## src/rtl/fetch_queue_pkg.sv

```systemverilog
// Shared types for the fetch queue: instruction word, predecoded opcode and the
// packed entry stored in the queue.
package fetch_queue_pkg;

  localparam int FQ_WORD_W = 32;

  typedef logic [FQ_WORD_W-1:0] word_t;

  typedef enum logic [5:0] {
    OP_RTYPE = 6'h00,
    OP_J     = 6'h02,
    OP_JAL   = 6'h03,
    OP_BEQ   = 6'h04,
    OP_BNE   = 6'h05,
    OP_ADDI  = 6'h08,
    OP_LW    = 6'h23,
    OP_SW    = 6'h2B
  } opcode_t;

  typedef struct packed {
    word_t   iload;
    word_t   laddr;
    opcode_t opcode;
  } fq_entry_t;

endpackage

```

## src/rtl/fetch_queue.sv

```systemverilog
// Multi-entry FIFO instruction buffer between fetch and decode, with full flush
// and an optional zero-latency bypass when empty.
module fetch_queue
  import fetch_queue_pkg::*;
#(
  parameter int DEPTH  = 4,
  parameter int WORD_W = FQ_WORD_W,
  parameter bit BYPASS = 1'b0,
  localparam int CNT_W = $clog2(DEPTH + 1),
  localparam int PTR_W = $clog2(DEPTH)
) (
  input  logic              CLK,
  input  logic              RST,
  input  logic              flush,
  input  logic              in_valid,
  output logic              in_ready,
  input  logic [WORD_W-1:0] in_iload,
  input  logic [WORD_W-1:0] in_laddr,
  input  opcode_t           in_opcode,
  output logic              out_valid,
  input  logic              out_ready,
  output logic [WORD_W-1:0] out_iload,
  output logic [WORD_W-1:0] out_laddr,
  output opcode_t           out_opcode,
  output logic [CNT_W-1:0]  count
);

  fq_entry_t        mem [DEPTH];
  logic [PTR_W-1:0] rd_ptr_reg, wr_ptr_reg;
  logic [CNT_W-1:0] count_reg;

  logic      empty, full, bypass_hit, push, pop, pass_thru, do_write, do_read;
  fq_entry_t in_entry, head;

  assign in_entry = '{iload: word_t'(in_iload), laddr: word_t'(in_laddr), opcode: in_opcode};

  assign empty = (count_reg == '0);
  assign full  = (count_reg == CNT_W'(DEPTH));

  // in_ready depends only on state and reset, never on the handshakes
  assign in_ready   = !full && !RST;
  assign bypass_hit = BYPASS && empty && in_valid && !RST;
  assign out_valid  = (!empty || bypass_hit) && !RST;

  assign push      = in_valid && in_ready;
  assign pop       = out_valid && out_ready;
  assign pass_thru = bypass_hit && out_ready;
  assign do_write  = push && !pass_thru && !flush;
  assign do_read   = pop && !pass_thru && !flush;

  always_comb begin
    head = '0;
    if (bypass_hit)
      head = in_entry;
    else if (!empty)
      head = mem[rd_ptr_reg];
  end

  assign out_iload  = WORD_W'(head.iload);
  assign out_laddr  = WORD_W'(head.laddr);
  assign out_opcode = head.opcode;
  assign count      = count_reg;

  always_ff @(posedge CLK or posedge RST) begin
    if (RST) begin
      rd_ptr_reg <= '0;
      wr_ptr_reg <= '0;
      count_reg  <= '0;
    end else if (flush) begin
      rd_ptr_reg <= '0;
      wr_ptr_reg <= '0;
      count_reg  <= '0;
    end else begin
      if (do_write)
        wr_ptr_reg <= wr_ptr_reg + PTR_W'(1);
      if (do_read)
        rd_ptr_reg <= rd_ptr_reg + PTR_W'(1);
      case ({do_write, do_read})
        2'b10:   count_reg <= count_reg + CNT_W'(1);
        2'b01:   count_reg <= count_reg - CNT_W'(1);
        default: count_reg <= count_reg;
      endcase
    end
  end

  // Storage is never cleared; count alone says which entries are live
  always_ff @(posedge CLK) begin
    if (do_write)
      mem[wr_ptr_reg] <= in_entry;
  end

  a_count_bound: assert property (@(posedge CLK) disable iff (RST) count_reg <= CNT_W'(DEPTH));

endmodule

```

## config.mk

```make
export PLATFORM = sky130hd
export DESIGN_NAME = fetch_queue
export DESIGN_NICKNAME = d
export VERILOG_FILES = /design/src/rtl/fetch_queue_pkg.sv /design/src/rtl/fetch_queue.sv
export SDC_FILE = /design/constraint.sdc
export NUM_CORES = 1
export LEC_CHECK = 0
export ABC_CLOCK_PERIOD_IN_PS = 3230
export BUFFER_PORTS_ARGS = -buffer_cell sky130_fd_sc_hd__buf_2
export CAP_MARGIN = 40
export CORE_ASPECT_RATIO = 2
export CORE_MARGIN = 2
export CORE_UTILIZATION = 52
export DETAILED_ROUTE_END_ITERATION = 6
export PLACE_DENSITY_LB_ADDON = 0.12
export SLEW_MARGIN = 25
export SYNTH_ARGS = -nofsm -noshare
export SYNTH_HDL_FRONTEND = slang
export SYNTH_SLANG_ARGS = --single-unit
```

## constraint.sdc

```tcl
create_clock -name CLK -period 3.23 [get_ports CLK]
set_clock_uncertainty 0.05 [all_clocks]
set_input_delay 0.1615 -clock CLK [delete_from_list [all_inputs] [get_ports CLK]]
set_output_delay 0.1615 -clock CLK [all_outputs]
set_load 0.05 [all_outputs]
```

Word-level counts from Yosys, hierarchy flattened
Memory sizes are Yosys's and may differ from the RTL's.
Cells that the tools add are included.
{ "word_totals": {"ff_bits": 7, "mem_bits_rw": 280, "output_inout_bits": 75, "elab_cells": 34, "n_memories": 1} }
{ "mem_list": {"columns": ["memory", "depth", "width", "rd", "rd_ports_with_merged_regs", "wr", "line", "rtl"], "rows": [
  ["mem", 4, 70, 1, 0, 1, "fetch_queue.sv:28", "fq_entry_t mem [DEPTH];"]
]} }
{ "classes": {"n_addsub": 4, "eq_ne": 3, "n_mux": 9, "n_reduce_logical": 14} }
{ "ops": {"columns": ["operator", "n"], "rows": [
  ["$mux 70", 1],
  ["$mux 2", 4],
  ["$logic_and 1x1->1", 6],
  ["$pmux 3 s2", 1],
  ["$add 2x1->2 const B", 2],
  ["$logic_not 1->1", 4],
  ["$reduce_bool 2->1", 2],
  ["$add 3x1->3 const B", 1],
  ["$eq 3x3->1 const B", 1],
  ["$logic_not 3->1", 1],
  ["$mux 3", 1],
  ["$reduce_bool 3->1", 1],
  ["$sub 3x1->3 const B", 1],
  ["$eq 2x1->1 const B", 1],
  ["$eq 2x2->1 const B", 1],
  ["$mux 1", 2]
]} }

Longest topological paths before layout
{ "logic_depth": {"ltp_word": 8, "mapped_depth": 7, "depth_no_buf": 7} }

Worst setup path after synthesis
OpenSTA, ideal clock, no wires.
{ "synth_path": {"path_type": "flip-flop to flip-flop", "from": "register count_reg[1], in the netlist count[1]", "to": "memory mem[0][0] (netlist bit), enable pin", "setup_time_ns": 0.436, "arrival_time_ns": 3.045, "required_ns": 2.744, "path_slack_ns": -0.301, "stages_incl_launch_ff": 4, "path_cell_list": "dfrtp_1 -> nor2_2 -> a211oi_2 -> and3_1"} }
{ "synth_via": {"elab_chain_len": 7} }
{ "synth_lines": {"columns": ["item", "line", "rtl"], "rows": [
  ["start: declaration", "fetch_queue.sv:30", "logic [CNT_W-1:0] count_reg;"],
  ["start signal: assignment", "fetch_queue.sv:79", "2'b10: count_reg <= count_reg + CNT_W'(1);"],
  ["start signal: assignment", "fetch_queue.sv:80", "2'b01: count_reg <= count_reg - CNT_W'(1);"],
  ["start signal: assignment", "fetch_queue.sv:81", "default: count_reg <= count_reg;"],
  ["$eq 3x3->1", "fetch_queue.sv:38", "assign full = (count_reg == CNT_W'(DEPTH));"],
  ["$logic_not 1->1", "fetch_queue.sv:41", "assign in_ready = !full && !RST;"],
  ["$logic_and 1x1->1", "fetch_queue.sv:41", null],
  ["$logic_and 1x1->1", "fetch_queue.sv:45", "assign push = in_valid && in_ready;"],
  ["$logic_and 1x1->1", "fetch_queue.sv:48", "assign do_write = push && !pass_thru && !flush;"],
  ["$mux 1", "fetch_queue.sv:88", "if (do_write)"],
  ["$mux 1 (implied by the code)", "fetch_queue.sv:89", "mem[wr_ptr_reg] <= in_entry;"],
  ["end: declaration", "fetch_queue.sv:28", null]
]} }
Every way passes these cells.

Worst setup path after layout
{ "layout_path": {"from": "register rd_ptr_reg[0]", "to": "output out_laddr[19]"} }
{ "layout_via": {"elab_chain_len": 2} }
{ "layout_lines": {"columns": ["item", "line", "rtl"], "rows": [
  ["start: declaration", "fetch_queue.sv:29", "logic [PTR_W-1:0] rd_ptr_reg, wr_ptr_reg;"],
  ["start signal: assignment", "fetch_queue.sv:77", "rd_ptr_reg <= rd_ptr_reg + PTR_W'(1);"],
  ["$mem_v2 4x70", null, null],
  ["$mux 70", "fetch_queue.sv:55", "else if (!empty)"],
  ["end: declaration", "fetch_queue.sv:23", "output logic [WORD_W-1:0] out_laddr,"]
]} }
Every way passes these cells.

==> reports/metrics.csv <==
stage,metric,value,unit
synth,synth_area_per_cell,22.3,µm²
finish,num-fill-cells,1520,
die,die_y,212,µm
clock_tree,clk_pin_slew,70,ps
sta,maxSlewHeadroom,55.9,%
route,first_pass_iters,4,
sta,report.final.slew_viol_count,0,
route,vias,5629,
clock_tree,clk_path_buf_depth,3,
worst_setup_path,critPathSlowestCell,dfrtp_4,
power,peakVddDrop,0.000512,V
clock_tree,clockRootBuffer,clkbuf_16,
sta,whs,61.4,ps
route,drc,0,
worst_setup_path,cp_cell_sequence,buf_4 -> mux4_2 -> nor2b_1 -> buf_2,
synth,synth-seq-cells,287,
finish,area_growth,22.7,%
synth,yosys-top-cells-area,"edfxtp_1, mux4_2, nor2b_1",
route,viasPerCell,5.45,
worst_setup_path,crit_type,reg -> out,
synth,ys.flop_type,edfxtp_1,
die,chipWidth,108,µm
grt,grt_max_degree,39,
sta,fmax,345,MHz
worst_setup_path,reg2reg_to,count[2],
worst_setup_path,crit_path_start_kind,flip-flop,
placement,place_congestion,0.758,
sta,worst_slack,332,ps
worst_setup_path,end_kind,output port,
synth,synth_async_sr_flop_share,2.44,%
worst_setup_path,crit_family,flip-flops,
worst_setup_path,cp_data_arrival_time,2690,ps
grt,grt_pass1_wl,34400,µm
finish,drive_gt1_share,36.6,%
clock_tree,cts_tree,built,
sta,post-route-min-period,2900,ps
worst_setup_path,crit_buf_inv,2,
clock_tree,cts_setup_buffers,0,
worst_setup_path,reg2reg_depth,7,
placement,dp_hpwl,13800,µm
die,start_util,52.7,%
route,wl_per_cell,21.5,µm
hold_path,min_path_cells,4,
synth,yosysSeqAreaShare,76.2,%
placement,io_buffers,149,
sta,hold_viol,0,
grt,grt_pass1_vias,6274,
synth,synth_largest_area_cell,edfxtp_1,
worst_setup_path,cp_max_fo,34,
hold_path,hold_path.class,in -> reg,
hold_path,min_from,in_valid,
synth,synth_top_cell_area_share,74.6,%
worst_setup_path,required,3020,ps
sta,fin_crit_sh,89.7,%
synth,synth.distinct_cells,35,
synth,syn-cell-area,0.0113,mm²
sta,worst_slew_pin_slew,662,ps
power,power-per-cell-area,562,mW/mm²
finish,antenna_cells,0,
worst_setup_path,r2r_setup_slack,640,ps
synth,synth_fp_nets,586,
clock_tree,cts.sinks,287,
placement,place_ws,666,ps
worst_setup_path,cpPeakStageDelay,860,ps
finish,ff_latch_area,0.00859,mm²
sta,fin_setup_tns,0,ps
finish,multi_input_area,0.00243,mm²
grt,grt_usage,20.1,%
job,timing.max_cap.violations,0,
die,core_area,0.0214,mm²
route,antenna_left,0,
sta,setup_violations,0,
route,drtIter0Drc,341,
clock_tree,cts_made_buffers,24,
clock_tree,clk_latency,520,ps
finish,largest_reg_flops,280,
power,p_leak,4.73,nW
finish,final_nets,823,
route,wirelength,22200,µm
synth,synth-edff-count,280,
clock_tree,h-tree-depth,1,
grt,antenna_found_initial,0,
sta,rsz0062_at_grt,no,
synth,syn-instance-count,506,
grt,overflow,0,
die,io_pins,150,
die,fp.dieArea,0.0229,mm²
hold_path,hold_end,wr_ptr_reg[1],
die,rows,76,
outcome,status,"finished, final reports clean",
worst_setup_path,worstReg2RegStart,count[0],
synth,ys_warn_count,0,
## report_power, final
group / switching, W / leakage (nW) / internal, W
Combinational: 0.000587 / 1.76 / 0.000304
Clock: 0.00121 / 0.347 / 0.00149
Sequential: 0.0000328 / 2.62 / 0.00414
Total: 0.00183 / 4.73 / 0.00593
## cell families after synthesis
| kind of cell | after synthesis | share of synthesized area (%) |
|---|---|---|
| AOI/OAI and AO/OA | 9 | 0.644 |
| adders and majority gates | 5 | 0.622 |
| buffers and inverters | 31 | 2.50 |
| DFF | 287 | 76.2 |
| muxes | 78 | 14.8 |
| and+or+nand+nor | 96 | 5.30 |
## placed cells by master (no fill, tap or decap), types with 5 or more instances in the layout
cell	instances
edfxtp_1	280
buf_2	149
dlygate4sd3_1	73
nor2b_1	71
mux4_2	70
clkbuf_16	25
buf_12	10
clkinv_1	7
inv_1	5
mux2i_1	5
nor2_1	5
clkbuf_1	5
dfrtp_1	5
buf_4	5
## synth_stat cells, types with 2 or more instances
cell type  count
edfxtp_1     280
a21oi_1        2
ha_1           4
buf_6          3
mux4_2        70
nor3b_1        4
buf_12         8
and3_1         4
mux2i_1        5
dfrtp_1        7
inv_1          5
nor2_1         5
nand2_1        3
buf_2         10
nand2b_1       2
clkbuf_1       5
nor2b_1       71
## final cells by class
class                   instances  area share (%)
flip-flops and latches        287            62.2
repair buffers                237            12.4
clock inverters                12           0.588
inverters                       5           0.136
multi-input cells             188            17.6
clock buffers                  30            4.66
well taps                     273            2.47
## metal layers
layer	global-route usage [%]	vias to the layer above	wire length, µm
met2	37.5	147	12600
met5	0	-	0
met1	23.3	2930	8180
met3	3.19	32	958
met4	6.81	0	504
li1	-	2520	-
## stage by stage
| stage | power (W) | std cells | area (µm²) | utilization, % |
|---|---|---|---|---|
| after floorplan | 0.00484 | 506 | 11300 | - |
| after global placement | 0.00506 | 915 | 12300 | 57.6 |
| after detailed placement | 0.00508 | 917 | 12400 | 57.8 |
| after CTS | 0.00785 | 1032 | 13800 | 64.6 |
| after global routing | 0.00802 | 1032 | 13800 | 64.6 |
| final | 0.00776 | 1032 | 13800 | 64.6 |
## worst max-delay path by stage
| stage | start | end | slack (ps) | cells after the start |
|---|---|---|---|---|
| after floorplan | count[1] | mem[0][0] | 470 | 3 |
| after global placement | rd_ptr_reg[0] | out_laddr[21] | 800 | 4 |
| after detailed placement | count[0] | count[2] | 670 | 7 |
| after CTS | rd_ptr_reg[0] | out_laddr[21] | 230 | 4 |
| after global routing | rd_ptr_reg[0] | out_laddr[19] | 120 | 4 |
| final | rd_ptr_reg[0] | out_laddr[19] | 330 | 4 |
## worst min-delay path, delay by kind of cell
kind	cells	cell delay, ps
multiplexers	1	140
AO/OA/AOI/OAI	1	80
buffers and inverters	2	200
## repair_timing
action	CTS	global route
gates resized for setup	0	0
hold endpoints to repair	289	0
hold buffers	73	0
(Power assumes the default switching activity.)
